## src/rtl/perip_timer_pkg.sv

```systemverilog
// Shared register map and bit positions for the perip_timer peripheral.
package perip_timer_pkg;

    localparam int unsigned DATA_BUS = 32;

    typedef enum logic [4:0] {
        REG_CNT_LO = 5'd0,
        REG_CNT_HI = 5'd1,
        REG_CTRL   = 5'd2,
        REG_STATUS = 5'd3
    } reg_idx_e;

    localparam int unsigned CMP_BASE      = 4;
    localparam int unsigned CTRL_RUN_BIT  = 0;
    localparam int unsigned CTRL_IE_LSB   = 1;
    localparam int unsigned STAT_OVF_BIT  = 0;
    localparam int unsigned STAT_PEND_LSB = 1;

    // Word index of CMP_LO for a channel; CMP_HI follows at +1.
    function automatic logic [4:0] cmp_lo_idx(input int unsigned ch);
        return 5'(CMP_BASE + 2 * ch);
    endfunction

endpackage

```

## src/rtl/timer_prescaler.sv

```systemverilog
// Clock-enable prescaler: one-cycle tick every CLK_DIV cycles while run is high.
module timer_prescaler
    import perip_timer_pkg::*;
#(
    parameter int unsigned CLK_DIV = 50
) (
    input  logic clk,
    input  logic rst_n,
    input  logic run,
    output logic tick
);
    localparam int unsigned PW = (CLK_DIV > 1) ? $clog2(CLK_DIV) : 1;
    localparam logic [PW-1:0] LAST = PW'(CLK_DIV - 1);

    logic [PW-1:0] phase;

    assign tick = run && (phase == LAST);

    always_ff @(posedge clk or negedge rst_n) begin
        if (!rst_n) begin
            phase <= '0;
        end else if (!run || (phase == LAST)) begin
            phase <= '0;
        end else begin
            phase <= phase + PW'(1);
        end
    end

endmodule

```

## src/rtl/perip_timer.sv

```systemverilog
// Memory-mapped free-running timer: prescaled up-counter, compare channels with
// level IRQs, sticky overflow and a high-word shadow for tear-free reads.
module perip_timer
    import perip_timer_pkg::*;
#(
    parameter int unsigned CLK_DIV = 50,
    parameter int unsigned CNT_W   = 64,
    parameter int unsigned N_CMP   = 2
) (
    input  logic                clk,
    input  logic                rst_n,
    input  logic                ena,
    input  logic                rw,
    input  logic [DATA_BUS-1:0] addr,
    input  logic [DATA_BUS-1:0] wdata,
    output logic [DATA_BUS-1:0] rdata,
    output logic [N_CMP-1:0]    irq
);
    localparam int unsigned HI_W = CNT_W - DATA_BUS;

    logic [4:0]                     a;
    logic                           wr;
    logic                           rd;
    logic                           tick;
    logic                           wr_cnt_lo;
    logic                           wr_cnt_hi;
    logic                           wr_ctrl;
    logic                           wr_status;
    logic                           cnt_wr;
    logic [CNT_W-1:0]               cnt;
    logic [HI_W-1:0]                shadow;
    logic                           run;
    logic                           ovf;
    logic [N_CMP-1:0]               ie;
    logic [N_CMP-1:0]               pend;
    logic [N_CMP-1:0][DATA_BUS-1:0] cmp_lo_rd;
    logic [N_CMP-1:0][DATA_BUS-1:0] cmp_hi_rd;
    logic [DATA_BUS-1:0]            rd_mux;
    logic                           unused_addr;

    assign a           = addr[4:0];
    assign unused_addr = ^addr[DATA_BUS-1:5];

    assign wr        = ena && rw;
    assign rd        = ena && !rw;
    assign wr_cnt_lo = wr && (a == REG_CNT_LO);
    assign wr_cnt_hi = wr && (a == REG_CNT_HI);
    assign wr_ctrl   = wr && (a == REG_CTRL);
    assign wr_status = wr && (a == REG_STATUS);
    assign cnt_wr    = wr_cnt_lo || wr_cnt_hi;

    timer_prescaler #(
        .CLK_DIV(CLK_DIV)
    ) u_prescaler (
        .clk  (clk),
        .rst_n(rst_n),
        .run  (run),
        .tick (tick)
    );

    always_ff @(posedge clk or negedge rst_n) begin
        if (!rst_n) begin
            run <= 1'b0;
            ie  <= '0;
        end else if (wr_ctrl) begin
            run <= wdata[CTRL_RUN_BIT];
            ie  <= wdata[CTRL_IE_LSB +: N_CMP];
        end
    end

    // A counter write replaces its half and swallows a coincident tick.
    always_ff @(posedge clk or negedge rst_n) begin
        if (!rst_n) begin
            cnt <= '0;
            ovf <= 1'b0;
        end else begin
            if (wr_cnt_lo) cnt[DATA_BUS-1:0] <= wdata;
            if (wr_cnt_hi) cnt[CNT_W-1:DATA_BUS] <= wdata[HI_W-1:0];
            if (tick && !cnt_wr) cnt <= cnt + CNT_W'(1);

            if (tick && !cnt_wr && (&cnt)) begin
                ovf <= 1'b1;
            end else if (wr_status && wdata[STAT_OVF_BIT]) begin
                ovf <= 1'b0;
            end
        end
    end

    for (genvar i = 0; i < N_CMP; i++) begin : g_cmp
        localparam logic [4:0] LO_IDX = cmp_lo_idx(i);
        localparam logic [4:0] HI_IDX = LO_IDX + 5'd1;

        logic [CNT_W-1:0] cmp_r;
        logic             irq_r;

        always_ff @(posedge clk or negedge rst_n) begin
            if (!rst_n) begin
                cmp_r <= '1;
            end else if (wr && (a == LO_IDX)) begin
                cmp_r[DATA_BUS-1:0] <= wdata;
            end else if (wr && (a == HI_IDX)) begin
                cmp_r[CNT_W-1:DATA_BUS] <= wdata[HI_W-1:0];
            end
        end

        always_ff @(posedge clk or negedge rst_n) begin
            if (!rst_n) begin
                irq_r <= 1'b0;
            end else begin
                irq_r <= ie[i] && pend[i];
            end
        end

        assign pend[i]      = (cnt >= cmp_r);
        assign irq[i]       = irq_r;
        assign cmp_lo_rd[i] = cmp_r[DATA_BUS-1:0];
        assign cmp_hi_rd[i] = DATA_BUS'(cmp_r[CNT_W-1:DATA_BUS]);
    end

    always_comb begin
        rd_mux = '0;
        case (a)
            REG_CNT_LO: rd_mux = cnt[DATA_BUS-1:0];
            REG_CNT_HI: rd_mux = DATA_BUS'(shadow);
            REG_CTRL:   rd_mux = DATA_BUS'({ie, run});
            REG_STATUS: rd_mux = DATA_BUS'({pend, ovf});
            default:    ;
        endcase
        for (int unsigned i = 0; i < N_CMP; i++) begin
            if (a == cmp_lo_idx(i)) rd_mux = cmp_lo_rd[i];
            if (a == cmp_lo_idx(i) + 5'd1) rd_mux = cmp_hi_rd[i];
        end
    end

    // CNT_LO reads capture the live high word so a following CNT_HI read is coherent.
    always_ff @(posedge clk or negedge rst_n) begin
        if (!rst_n) begin
            rdata  <= '0;
            shadow <= '0;
        end else if (rd) begin
            rdata <= rd_mux;
            if (a == REG_CNT_LO) shadow <= cnt[CNT_W-1:DATA_BUS];
        end
    end

endmodule

```

## config.mk

```make
export PLATFORM = sky130hd
export DESIGN_NAME = perip_timer
export DESIGN_NICKNAME = d
export VERILOG_FILES = /design/src/rtl/perip_timer_pkg.sv /design/src/rtl/timer_prescaler.sv /design/src/rtl/perip_timer.sv
export SDC_FILE = /design/constraint.sdc
export NUM_CORES = 1
export LEC_CHECK = 0
export CAP_MARGIN = 5
export CORE_UTILIZATION = 25
export DETAILED_ROUTE_END_ITERATION = 10
export PLACE_DENSITY = 0.43
export SLEW_MARGIN = 20
export SYNTH_ARGS = -nofsm -noshare
export SYNTH_HDL_FRONTEND = slang
export SYNTH_HIERARCHICAL = 1
export SYNTH_SLANG_ARGS = --single-unit
export TNS_END_PERCENT = 10
```

## constraint.sdc

```tcl
create_clock -name clk -period 7.2 [get_ports clk]
set_input_delay 1.08 -clock clk [delete_from_list [all_inputs] [get_ports clk]]
set_output_delay 1.08 -clock clk [all_outputs]
set_load 0.02 [all_outputs]
```

==> results of run 1 <==
[kinds of logic (layout without fill, tap and decap cells)]
kind of cell,after synthesis,count (layout),synth area share
and+or+nand+nor,500,500,0.148
AOI/OAI and AO/OA,443,443,0.183
DFF,268,268,0.441
buffers and inverters,219,300,0.0555
adders and majority gates,131,131,0.105
muxes,71,71,0.0508
xor gates and xnor gates,30,30,0.0169
[final cells by class]
type / instances / area share
clock buffers: 60 / 0.0578
flip-flops and latches: 268 / 0.374
inverters: 143 / 0.0292
clock inverters: 4 / 0.00123
well taps: 837 / 0.0570
repair buffers: 93 / 0.0490
multi-input cells: 1175 / 0.432
[flip-flops by register name (all words and copies together), names as in the netlist]
name,flops
ie,2
run,1
ovf,1
g_cmp.cmp_r,128
u_prescaler/phase,6
shadow,32
g_cmp.irq_r,2
cnt,64
rdata,32
[per-layer routing]
| layer | wire, um | vias up | part of all wire |
|---|---|---|---|
| li1 | - | 6075 | - |
| met1 | 25800 | 6213 | 0.49 |
| met2 | 23400 | 270 | 0.44 |
| met3 | 2330 | 78 | 0.044 |
| met4 | 1410 | 2 | 0.027 |
| met5 | 98 | - | 0.0018 |
[power groups by stage]
stage          registers [mW]  logic (mW)  clock network, mW
2_1_floorplan            1.98       0.535                  0
3_3_place_gp             2.04       0.843                  0
3_5_place_dp             2.05       0.859                  0
4_1_cts                  2.03       0.863               1.75
5_1_grt                  2.06       0.981               1.82
6_report                 2.03       0.849               1.70
[metrics by stage]
stage                     instances  instance area (um^2)  setup WS (ns)
after floorplan                1662                 15600           4.46
after global placement         2516                 17300           2.79
after detailed placement       2516                 17300           2.67
after CTS                      2580                 18400           3.24
after global routing           2580                 18400           3.31
final                          2580                 18400           3.50
[worst reg2reg max path: stages, from the launching register on]
cell and delay (ns):
dfstp_2 0.52, inv_1 0.05, ha_1 0.29, nand3_1 0.21
or4_1 0.67, nor4_1 0.55, nor3_1 0.28, o22ai_1 0.55
o31ai_1 0.16, a21oi_1 0.16
[synthesized netlist by cell type (all sizes together) (4+ instances only)]
library cell / count / area, um^2
nand2: 281 / 1050
mux2i: 6 / 60.1
dfrtp: 140 / 3500
o21a: 9 / 67.6
a211oi: 11 / 82.6
and2: 4 / 25.0
a22oi: 56 / 420
ha: 131 / 1640
nor2: 43 / 161
nor2b: 6 / 37.5
a21oi: 58 / 294
nand3: 48 / 245
o211ai: 19 / 163
nand4: 38 / 253
nor3: 27 / 140
and3: 12 / 76.3
dfstp: 128 / 3360
o31ai: 4 / 30.0
buf: 22 / 125
nand2b: 6 / 37.5
nor4: 10 / 62.6
a21o: 19 / 143
mux2: 65 / 732
inv: 143 / 537
o21ai: 187 / 936
xnor2: 15 / 131
and4: 10 / 88.8
o311ai: 16 / 170
a221oi: 31 / 272
a31oi: 6 / 37.5
a221o: 5 / 50.1
or3: 6 / 38.8
xor2: 15 / 131
clkbuf: 54 / 203
[worst max path at each step]
stage	to	cells after the start	start
final	rdata[17]	8	addr[1]
after global routing	cnt[22]	8	addr[1]
after CTS	rdata[31]	7	addr[1]
after detailed placement	rdata[31]	7	addr[1]
after global placement	rdata[31]	7	addr[1]
after floorplan	cnt[14]	7	addr[4]
==> out/results.tsv, run 1 <==
stage	metric	value	unit
run_status	outcome	complete, no violations	
critical_path	largest fanout on the critical path	17	
yosys	EDFF count, synth	0	
global_route	met1 usage	0.241	
pwr	overall power	4.57	mW
global_route	Global Route Usage Sum	0.170	
critical_path	R2R Setup Slk	3.69	ns
yosys	Synth Register Bits	268	
critical_path	critical path type	primary input to flop	
timing	Layout Skew	0.0203	ns
floorplan	chip height	252	um
detailed_routing	Final ANT Viol Nets	0	
timing	Final Setup Violations	0	
floorplan	Initial Util	0.253	
min_path	Hold Crit Depth	1	
yosys	post-synth net total	1861	
global_route	largest net degree at the start of global routing	156	
min_path	Hold Crit Start	rdata[0]	
place	dpl hpwl	37.0	mm
pwr	Net Sw Power	1.41	mW
critical_path	max incr delay on CP	0.94	ns
critical_path	Required @ worst endpoint	7.64	ns
global_route	grt ovf	0	
timing	Slew Viols, Final	0	
pwr	pwr dens	249	nW/um^2
floorplan	Die Area	63300	um^2
pwr	Static Leak	7.97	nW
critical_path	CP max stage cell	clkdlybuf4s50_1	
pwr	Peak VDD IR	0.125	mV
timing	Final Hold Fails	0	
critical_path	CP bufs+invs	2	
cells_and_area	Area Growth Syn to Fin	17.9	%
yosys	ys flop type	dfrtp_1	
clock_tree	CTS clock-pin slew for the worst setup and hold paths	0.05	ns
cells_and_area	post-layout util	0.298	
clock_tree	# resized after CTS	0	
clock_tree	Post-CTS Hold Fix Bufs	0	
clock_tree	clock sink count	268	
global_route	Most Used Layer, Global Route	met2	
clock_tree	CTS tree	done	
pwr	Sw Share	0.309	
pwr	Clock power frac	0.371	
detailed_routing	Vias	12600	
floorplan	# IOs	102	
cells_and_area	multi-input logic area	7930	um^2
critical_path	crit path cell chain	clkdlybuf4s50_1 -> nand2b_1 -> nor2_2 -> buf_4 -> a22oi_1 -> nand2_1 -> a221oi_1 -> o21ai_0	
yosys	syn avg cell area	9.38	um^2
place	Port Buffers	74	
timing	TNS Setup	0	ns
cells_and_area	ant diodes	0	
critical_path	worst r2r dst	rdata[2]	
detailed_routing	DR WL/cell	20.6	um
global_route	GR Util met2	0.263	
clock_tree	Root Buffer	clkbuf_16	
critical_path	r2r startpoint	g_cmp[1].cmp_r[14]	
detailed_routing	DR vias/cell	4.90	
floorplan	DIE WIDTH	252	um
pwr	Comb power frac	0.186	
yosys	post-synthesis sequential area ratio	0.441	
timing	slew margin rel.	0.262	
yosys	FFs w/ async S/R, synth	1.00	
pwr	Int Power	3.16	mW
cells_and_area	register area	6870	um^2
global_route	first-pass GRT wire length	81.8	mm
critical_path	reg2reg path depth	9	
clock_tree	Inserted Clock Buffers	36	
clock_tree	Clock Path Buffers	3	
cells_and_area	Layout Nets	1916	
critical_path	critical path's top delay family	buffers and inverters	
clock_tree	post-CTS setup buffer count	0	
cells_and_area	most common cell after layout, fill and taps aside	nand2_1	
critical_path	WP data arrival	4.15	ns
cells_and_area	most frequent cells in the layout	nand2_1, o21ai_0, inv_1	
detailed_routing	drt initial violations	838	
timing	post-route minimum period	3.70	ns
critical_path	startpoint types	primary input	
clock_tree	Clock Latency Late Sink	0.54	ns
floorplan	core box area	61600	um^2
min_path	worst min-delay path class	flop to flop	
timing	unrepaired setup endpoints after global routing	no	
timing	worst-margin pin slew	1.11	ns
cells_and_area	layout cells sized above 1	0.168	
min_path	hold endpoint	rdata[0]	
global_route	initial antenna violation count	0	
timing	Hold Slack	0.473	ns
yosys	Syn Inst Count	1662	
floorplan	num rows	91	
timing	fmax	270	MHz
detailed_routing	Routed WL	53.0	mm
run	Max Cap Violations	0	
critical_path	Crit. End Element	flop	
place	RePlAce Congestion	0.846	
yosys	unique cell type count in the Yosys netlist	65	
detailed_routing	iteration count of the initial detailed-routing pass	5	
timing	Tcrit/Tclk final	0.514	
yosys	Syn Std Cell Area	15600	um^2
global_route	GRT met3 Usage	0.0266	
detailed_routing	DRC viols	0	
yosys	Synth warnings	6	
clock_tree	H-tree levels	2	
pwr	register share of total power	0.443	
global_route	vias in the first global route	12900	
cells_and_area	fill cell count	6483	
Power figures use the tool's default switching activity.
==> inputs of run 2 (changes only) <==
PLACE_DENSITY = 0.45   (was 0.43)
clock period = 3.2 ns   (was 7.2 ns; I/O delays follow)
==> run 2 against run 1 <==
Power increased by 130%. Non-clock buffer count is 68 higher. Sequential share of layout area fell by 1.3 points.
==> out/results.tsv, run 2 (synthesis gave the netlist of run 1 again) <==
stage	metric	value	unit	change
run_status	outcome	complete, no violations		unchanged
cells_and_area	Area Growth Syn to Fin	22.2	%	was 17.9%
floorplan	num rows	91		unchanged
clock_tree	H-tree levels	2		unchanged
floorplan	# IOs	102		unchanged
cells_and_area	layout cells sized above 1	0.202		was 0.168
critical_path	critical path type	flop to flop		was primary input to flop
timing	Layout Skew	0.0295	ns	was 0.0203 ns
floorplan	chip height	252	um	unchanged
cells_and_area	max reg flops	128		unchanged
detailed_routing	DR WL/cell	20.4	um	was 20.6 um
detailed_routing	DRC viols	0		unchanged
floorplan	Initial Util	0.253		unchanged
cells_and_area	Layout Nets	1985		was 1,916
clock_tree	Inserted Clock Buffers	37		was 36
critical_path	Crit. End Element	flop		unchanged
global_route	Global Route Usage Sum	0.174		was 0.170
detailed_routing	DR vias/cell	4.89		was 4.90
critical_path	crit path cell chain	inv_1 -> ha_1 -> nand4bb_1 -> nor3_1 -> buf_4 -> o31ai_1 -> buf_4 -> nor4_1 -> nand2_1 -> nor2_1 -> xnor2_1 -> o21ai_0		was clkdlybuf4s50_1 -> nand2b_1 -> nor2_2 -> buf_4 -> a22oi_1 -> nand2_1 -> a221oi_1 -> o21ai_0
timing	worst-margin pin slew	1.06	ns	was 1.11 ns
pwr	pwr dens	563	nW/um^2	was 249 nW/um^2
cells_and_area	Largest regs	g_cmp.cmp_r x128, cnt x64		unchanged
global_route	first-pass GRT wire length	83.7	mm	was 81.8 mm
timing	fmax	333	MHz	
clock_tree	CTS clock-pin slew for the worst setup and hold paths	0.06	ns	was 0.05 ns
floorplan	DIE WIDTH	252	um	unchanged
detailed_routing	drt initial violations	1010		was 838
detailed_routing	Vias	13000		was 12,600
global_route	grt ovf	0		unchanged
detailed_routing	iteration count of the initial detailed-routing pass	5		unchanged
timing	TNS Setup	0	ns	unchanged
place	RePlAce Congestion	0.854		was 0.846
detailed_routing	Final ANT Viol Nets	0		unchanged
critical_path	startpoint types	flop		was primary input
critical_path	cell mode on critical path	buf_4		
critical_path	max incr delay on CP	0.91	ns	was 0.94 ns
place	Area after DPL	17800	um^2	was 17,300 um^2
floorplan	Die Area	63300	um^2	unchanged
detailed_routing	Routed WL	54.1	mm	was 53.0 mm
timing	Slew Viols, Final	0		unchanged
min_path	worst min-delay path class	flop to flop		unchanged
place	dpl hpwl	39.3	mm	was 37.0 mm
timing	unrepaired setup endpoints after global routing	no		unchanged
timing	Tcrit/Tclk final	0.939		
floorplan	core box area	61600	um^2	unchanged
clock_tree	post-CTS setup buffer count	0		unchanged
pwr	Static Leak	8.38	nW	was 7.97 nW
clock_tree	CTS tree	done		unchanged
timing	Final Hold Fails	0		unchanged
clock_tree	Clock Latency Late Sink	0.56	ns	was 0.54 ns
global_route	vias in the first global route	13300		was 12,900
timing	post-route minimum period	3.01	ns	
clock_tree	Clock Path Buffers	3		unchanged
critical_path	CP max stage cell	nor4_1		was clkdlybuf4s50_1
critical_path	Required @ worst endpoint	3.62	ns	was 7.64 ns
run	Max Cap Violations	0		unchanged
cells_and_area	most frequent cells in the layout	nand2_1, o21ai_0, inv_1		unchanged
pwr	Peak VDD IR	0.279	mV	was 0.125 mV
timing	slew margin rel.	0.284		was 0.262
global_route	largest net degree at the start of global routing	70		was 156
cells_and_area	final instance area	19000	um^2	was 18,400 um^2
clock_tree	Root Buffer	clkbuf_16		unchanged
cells_and_area	most common cell after layout, fill and taps aside	nand2_1		unchanged
critical_path	largest fanout on the critical path	5		was 17
cells_and_area	ant diodes	0		unchanged
clock_tree	clock sink count	268		unchanged
place	Port Buffers	74		unchanged
cells_and_area	most flop-heavy register	g_cmp.cmp_r		unchanged
global_route	initial antenna violation count	0		unchanged
critical_path	WP data arrival	3.43	ns	was 4.15 ns
timing	Final Setup Violations	0		unchanged
-- run 2: cell type report --
cell class,count,area [um^2]
clock inverter,5,56.3
fill,6399,42600
multi-input combinational,1175,7920
inverter,143,537
clock buffer,62,1140
timing repair buffer,161,1480
tap,837,1050
sequential,268,6870
-- run 2: routing by layer --
layer  vias to the layer above  wire (um)  GRT usage
met3                        73       2030     0.0231
met1                      6396      26000      0.242
met5                         -          0          0
li1                       6222          -          -
met2                       264      24900      0.282
met4                         0       1130     0.0469
-- run 2: stage by stage --
stage	util	cells	power [mW]	setup WS [ns]	hold slack, ns
5_1_grt	0.309	2651	11.4	0.00106	0.507
3_3_place_gp	0.289	2583	6.62	0.0141	0.468
4_1_cts	0.309	2651	10.9	0.00616	0.482
2_1_floorplan	-	1662	5.65	0.818	0.184
6_report	0.309	2651	10.7	0.195	0.477
3_5_place_dp	0.289	2583	6.66	0.0606	0.470
-- run 2: repair_timing --
| item | in CTS | in global routing |
|---|---|---|
| endpoints found under the setup margin | 0 | 2 |
| endpoints found under the hold margin | 31 | 0 |
| hold buffers | 1 | 0 |
| resized for setup | 0 | 2 |
-- run 2: path summary, 6_finish.rpt --
check / to / cells after the start / slack, ns / startpoint
min in group asynchronous: u_prescaler/phase[0] / 2 / 0.50 / rst_n
worst max-delay path: cnt[21] / 12 / 0.19 / u_prescaler/phase[1]
worst min register to register: rdata[28] / 2 / 0.48 / rdata[28]
max in group asynchronous: g_cmp[0].cmp_r[0] / 3 / 1.69 / rst_n
worst max register to register: cnt[21] / 12 / 0.19 / u_prescaler/phase[1]
worst min-delay path: rdata[28] / 2 / 0.48 / rdata[28]
-- run 2: worst max-delay path, delay by kind of cell, from the launching register on --
family / cells / cell delay (ns)
and+or+nand+nor: 5 / 1.61
buffers and inverters: 3 / 0.42
DFF: 1 / 0.40
AOI/OAI and AO/OA: 2 / 0.22
adders and majority gates: 1 / 0.14
xor gates and xnor gates: 1 / 0.13
-- run 2: where the power goes --
| group | internal, mW | switching, mW | total (mW) |
|---|---|---|---|
| logic | 0.883 | 1.25 | 2.14 |
| clock network | 2.51 | 1.61 | 4.12 |
| registers | 4.06 | 0.403 | 4.47 |
| total | 7.45 | 3.27 | 10.7 |
==> edit 1: new RTL, flow settings as in run 2 <==
The parameter `N_CMP` goes from 2 to 4.
--- a/src/rtl/perip_timer.sv
+++ b/src/rtl/perip_timer.sv
@@ -5,7 +5,7 @@
 #(
     parameter int unsigned CLK_DIV = 50,
     parameter int unsigned CNT_W   = 64,
-    parameter int unsigned N_CMP   = 2
+    parameter int unsigned N_CMP   = 4
 ) (
     input  logic                clk,
     input  logic                rst_n,
Interface: changed (resized irq); port bits go from 102 to 104. The function was not compared with the original's and may differ.
==> edit 1 against run 2 <==
Area after synthesis rose by 60%; sequential cell count increased by 132; critical path depth is the same; routed wire length up 75%; power grew 54%; non-clock buffer count grew 101; final area rose by 57%; worst setup slack worse by 0.094 ns; largest power group unchanged.
==> edit 1: results (changes against run 2) <==
{| class="wikitable"
! Metric !! Value
|-
| LEAKAGE || 13.53 nW (+61%)
|-
| Initial antenna violation count || 3 (+3)
|-
| Largest vdd supply drop || 0.0004242 V (+52%)
|-
| Worst path arrival time || 3.59 ns (+0.16 ns)
|-
| Clock latency of the later-clocked register in the worst-skew pair || 0.64 ns (+0.08 ns)
|-
| Sequential fraction of total cell area || 0.3464 (-0.01411)
|-
| Number of vias after detailed routing || 20796 (+61%)
|-
| Power dissipated in combinational cells || 0.00393 W (+84%)
|-
| Post-route clock skew || 0.03995 ns (+0.01050 ns)
|-
| Critical Path Fanout Max || 3 (-2)
|-
| Number of CTS-inserted buffers || 49 (+32%)
|-
| Avg Vias per Cell || 4.938 (+1.1%)
|-
| Power Clock || 0.00568 W (+38%)
|-
| Relative max-transition margin || 0.4632 (+0.1789)
|-
| Met3 layer usage reported by global route || 0.02949 (+0.006377)
|-
| Wire length of the first global-routing pass || 141.3 mm (+69%)
|-
| Post-Route Hold Slack || 0.3718 ns (-0.1057 ns)
|-
| Reg2reg setup slack || 0.10 ns (-0.09 ns)
|-
| Buffers outside the clock class || 262 (+63%)
|-
| Sw Ratio || 0.3244 (+0.01945)
|-
| Filler instances || 10425 (+63%)
|-
| Multi-input combinational cell count || 1906 (+62%)
|-
| Uppermost signal routing layer after detailed routing || met5
|-
| Clock buf count || 81 (+31%)
|-
| Area share of buffers outside the clock network || 0.07872 (+0.001198)
|-
| Vias in the first global route || 20709 (+56%)
|-
| Net count after synthesis || 3057 (+64%)
|-
| Number of different library cells in the post-synthesis netlist || 76 (+17%)
|-
| Placed cell count || 4119 (+59%)
|-
| M1 GR Usage || 0.2607 (+0.01848)
|-
| Overall global routing resource usage || 0.1876 (+0.01364)
|-
| Routed wire length || 94.86 mm (+75%)
|-
| DRC violation total after the first TritonRoute iteration || 1684 (+67%)
|-
| Met3 wirelength from detailed routing || 4.785 mm (+140%)
|-
| Status || finished clean
|-
| Critical R2R Launch || g_cmp[2].cmp_r[21]
|-
| Number of logic inverters in the finished layout || 265 (+85%)
|}
==> edit 1: cell count changes in the layout (fill, tap and decap cells not counted), moves of 36 or more <==
cell,before,now
sky130_fd_sc_hd__inv_1,143,264
sky130_fd_sc_hd__buf_4,80,170
sky130_fd_sc_hd__a22oi_1,56,10
sky130_fd_sc_hd__o22ai_1,3,57
sky130_fd_sc_hd__o21ai_0,185,305
sky130_fd_sc_hd__nand2_1,280,397
sky130_fd_sc_hd__nor2_1,37,73
sky130_fd_sc_hd__ha_1,131,259
sky130_fd_sc_hd__a21oi_1,56,191
sky130_fd_sc_hd__dfstp_2,128,256
==> edit 1: cells by family after synthesis <==
kind of cell	Yosys count	synth area share
compound gates	795	0.1931
simple gates	712	0.1336
buf+inv	424	0.06816
flops	400	0.4153
fa+ha+maj	259	0.1303
mux	106	0.04763
xor+xnor	34	0.01197
==> edit 1: timing repair <==
item,in CTS,in global routing
hold buffers,1,0
hold endpoints to repair,8,0
setup endpoints to repair,0,4
resized for setup,0,4
==> edit 2: new RTL, settings of run 2 <==
Made on the original files. Register the inputs `ena`, `rw`, `addr` and `wdata` before use, without a reset. The logic sees them one clock later.
--- a/src/rtl/perip_timer.sv
+++ b/src/rtl/perip_timer.sv
@@ -17,6 +17,18 @@
     output logic [N_CMP-1:0]    irq
 );
     localparam int unsigned HI_W = CNT_W - DATA_BUS;
+
+    logic ena_q;
+    logic rw_q;
+    logic [DATA_BUS-1:0] addr_q;
+    logic [DATA_BUS-1:0] wdata_q;
+
+    always_ff @(posedge clk) begin
+        ena_q   <= ena;
+        rw_q    <= rw;
+        addr_q  <= addr;
+        wdata_q <= wdata;
+    end
 
     logic [4:0]                     a;
     logic                           wr;
@@ -38,11 +50,11 @@
     logic [DATA_BUS-1:0]            rd_mux;
     logic                           unused_addr;
 
-    assign a           = addr[4:0];
-    assign unused_addr = ^addr[DATA_BUS-1:5];
+    assign a           = addr_q[4:0];
+    assign unused_addr = ^addr_q[DATA_BUS-1:5];
 
-    assign wr        = ena && rw;
-    assign rd        = ena && !rw;
+    assign wr        = ena_q && rw_q;
+    assign rd        = ena_q && !rw_q;
     assign wr_cnt_lo = wr && (a == REG_CNT_LO);
     assign wr_cnt_hi = wr && (a == REG_CNT_HI);
     assign wr_ctrl   = wr && (a == REG_CTRL);
@@ -63,8 +75,8 @@
             run <= 1'b0;
             ie  <= '0;
         end else if (wr_ctrl) begin
-            run <= wdata[CTRL_RUN_BIT];
-            ie  <= wdata[CTRL_IE_LSB +: N_CMP];
+            run <= wdata_q[CTRL_RUN_BIT];
+            ie  <= wdata_q[CTRL_IE_LSB +: N_CMP];
         end
     end
 
@@ -74,13 +86,13 @@
             cnt <= '0;
             ovf <= 1'b0;
         end else begin
-            if (wr_cnt_lo) cnt[DATA_BUS-1:0] <= wdata;
-            if (wr_cnt_hi) cnt[CNT_W-1:DATA_BUS] <= wdata[HI_W-1:0];
+            if (wr_cnt_lo) cnt[DATA_BUS-1:0] <= wdata_q;
+            if (wr_cnt_hi) cnt[CNT_W-1:DATA_BUS] <= wdata_q[HI_W-1:0];
             if (tick && !cnt_wr) cnt <= cnt + CNT_W'(1);
 
             if (tick && !cnt_wr && (&cnt)) begin
                 ovf <= 1'b1;
-            end else if (wr_status && wdata[STAT_OVF_BIT]) begin
+            end else if (wr_status && wdata_q[STAT_OVF_BIT]) begin
                 ovf <= 1'b0;
             end
         end
@@ -97,9 +109,9 @@
             if (!rst_n) begin
                 cmp_r <= '1;
             end else if (wr && (a == LO_IDX)) begin
-                cmp_r[DATA_BUS-1:0] <= wdata;
+                cmp_r[DATA_BUS-1:0] <= wdata_q;
             end else if (wr && (a == HI_IDX)) begin
-                cmp_r[CNT_W-1:DATA_BUS] <= wdata[HI_W-1:0];
+                cmp_r[CNT_W-1:DATA_BUS] <= wdata_q[HI_W-1:0];
             end
         end
 
Check against the original RTL: not equivalent (Yosys sat finds a counterexample within 4 cycles, from zero or initial values and one cycle with rst_n low).
==> edit 2 against run 2 <==
Routed wire length fell by 1.3%; highest routed layer is now met5; count of clock-buffer cells in the layout rose by 2; synthesized cell count rose by 0.18%; fmax rose by 0.60%; sequential share of layout area rose by 2.7 points; largest power group unchanged; sequential power rose by 11%; sequential cell count rose by 39; critical endpoint is now g_cmp[0].irq_r; area after synthesis rose by 5.1%; worst setup slack improved by 0.018 ns; power rose by 11%; global-route usage fell by 1.2 points; final area rose by 3.6%.
==> edit 2: results (changes against run 2) <==
{| class="wikitable"
! Metric !! Value
|-
| Net count after synthesis || 1864 (+0.16%)
|-
| Share of synthesized flip-flops with an asynchronous set or reset || 0.8730 (-0.1270)
|-
| Post-route clock skew || 0.01639 ns (-0.01306 ns)
|-
| Number of CTS-inserted buffers || 41 (+11%)
|-
| Xor and xnor fraction of the mapped netlist area || 0.01817 (+0.001316)
|-
| Post-Route Hold Slack || 0.3602 ns (-0.1173 ns)
|-
| Clk pwr share || 0.380 (-0.004)
|-
| Overall global routing resource usage || 0.1625 (-0.01151)
|-
| Vias in the first global route || 13199 (-0.45%)
|-
| Initial antenna violation count || 1 (+1)
|-
| Reg2reg path depth || 9 (-3)
|-
| Sequential fraction of total cell area || 0.3876 (+0.02704)
|-
| Fraction of standard cell area in multi-input logic || 0.4041 (-0.01172)
|-
| Net total in the final layout || 1962 (-1.2%)
|-
| Adder-cell share of the synthesized area || 0.1000 (-0.005132)
|-
| Setup crit end || g_cmp[0].irq_r
|-
| Clock buf count || 64 (+3.2%)
|-
| Critical Path Fanout Max || 4 (-1)
|-
| Critical Path Slowest Stage Cell || sky130_fd_sc_hd__or4_1
|-
| Routed wire length || 53.37 mm (-1.3%)
|-
| Multi-input combinational cell count || 1146 (-2.5%)
|-
| Int Power || 0.008243 W (+11%)
|-
| Number of different library cells in the post-synthesis netlist || 71 (+9.2%)
|-
| Placed standard-cell area || 18420 sq um (+3.3%)
|-
| Share of final layout cell area taken by clock buffers and inverters || 0.06593 (+0.002992)
|-
| Wire length of the first global-routing pass || 82.95 mm (-0.93%)
|-
| Pin count of the biggest net entering global routing || 78 (+11%)
|-
| Worst hold-check path type || primary input to flip-flop
|-
| Area fraction in compound gates after synthesis || 0.1553 (-0.02787)
|-
| Status || finished clean
|-
| Largest vdd supply drop || 0.0002834 V (+1.4%)
|}
edit 2: changes by cell type after synthesis, moves of 11 or more:
| cell | change |
|---|---|
| sky130_fd_sc_hd__dfxtp_1 | +39 |
| sky130_fd_sc_hd__a221oi_1 | -27 |
| sky130_fd_sc_hd__mux2_2 | -31 |
| sky130_fd_sc_hd__a22oi_1 | -40 |
| sky130_fd_sc_hd__nand2_1 | -46 |
| sky130_fd_sc_hd__nor2_1 | +38 |
| sky130_fd_sc_hd__a222oi_1 | +11 |
| sky130_fd_sc_hd__a31oi_1 | +17 |
| sky130_fd_sc_hd__a21oi_1 | +24 |
| sky130_fd_sc_hd__mux4_2 | +28 |
edit 2: routing by layer:
| layer | vias up | global-route usage | wire length, um |
|---|---|---|---|
| li1 | 6156 | - | - |
| met1 | 6310 | 0.2176 | 24110 |
| met2 | 297 | 0.2684 | 25400 |
| met3 | 84 | 0.02464 | 2538 |
| met4 | 2 | 0.05013 | 1310 |
| met5 | - | 0 | 9 |
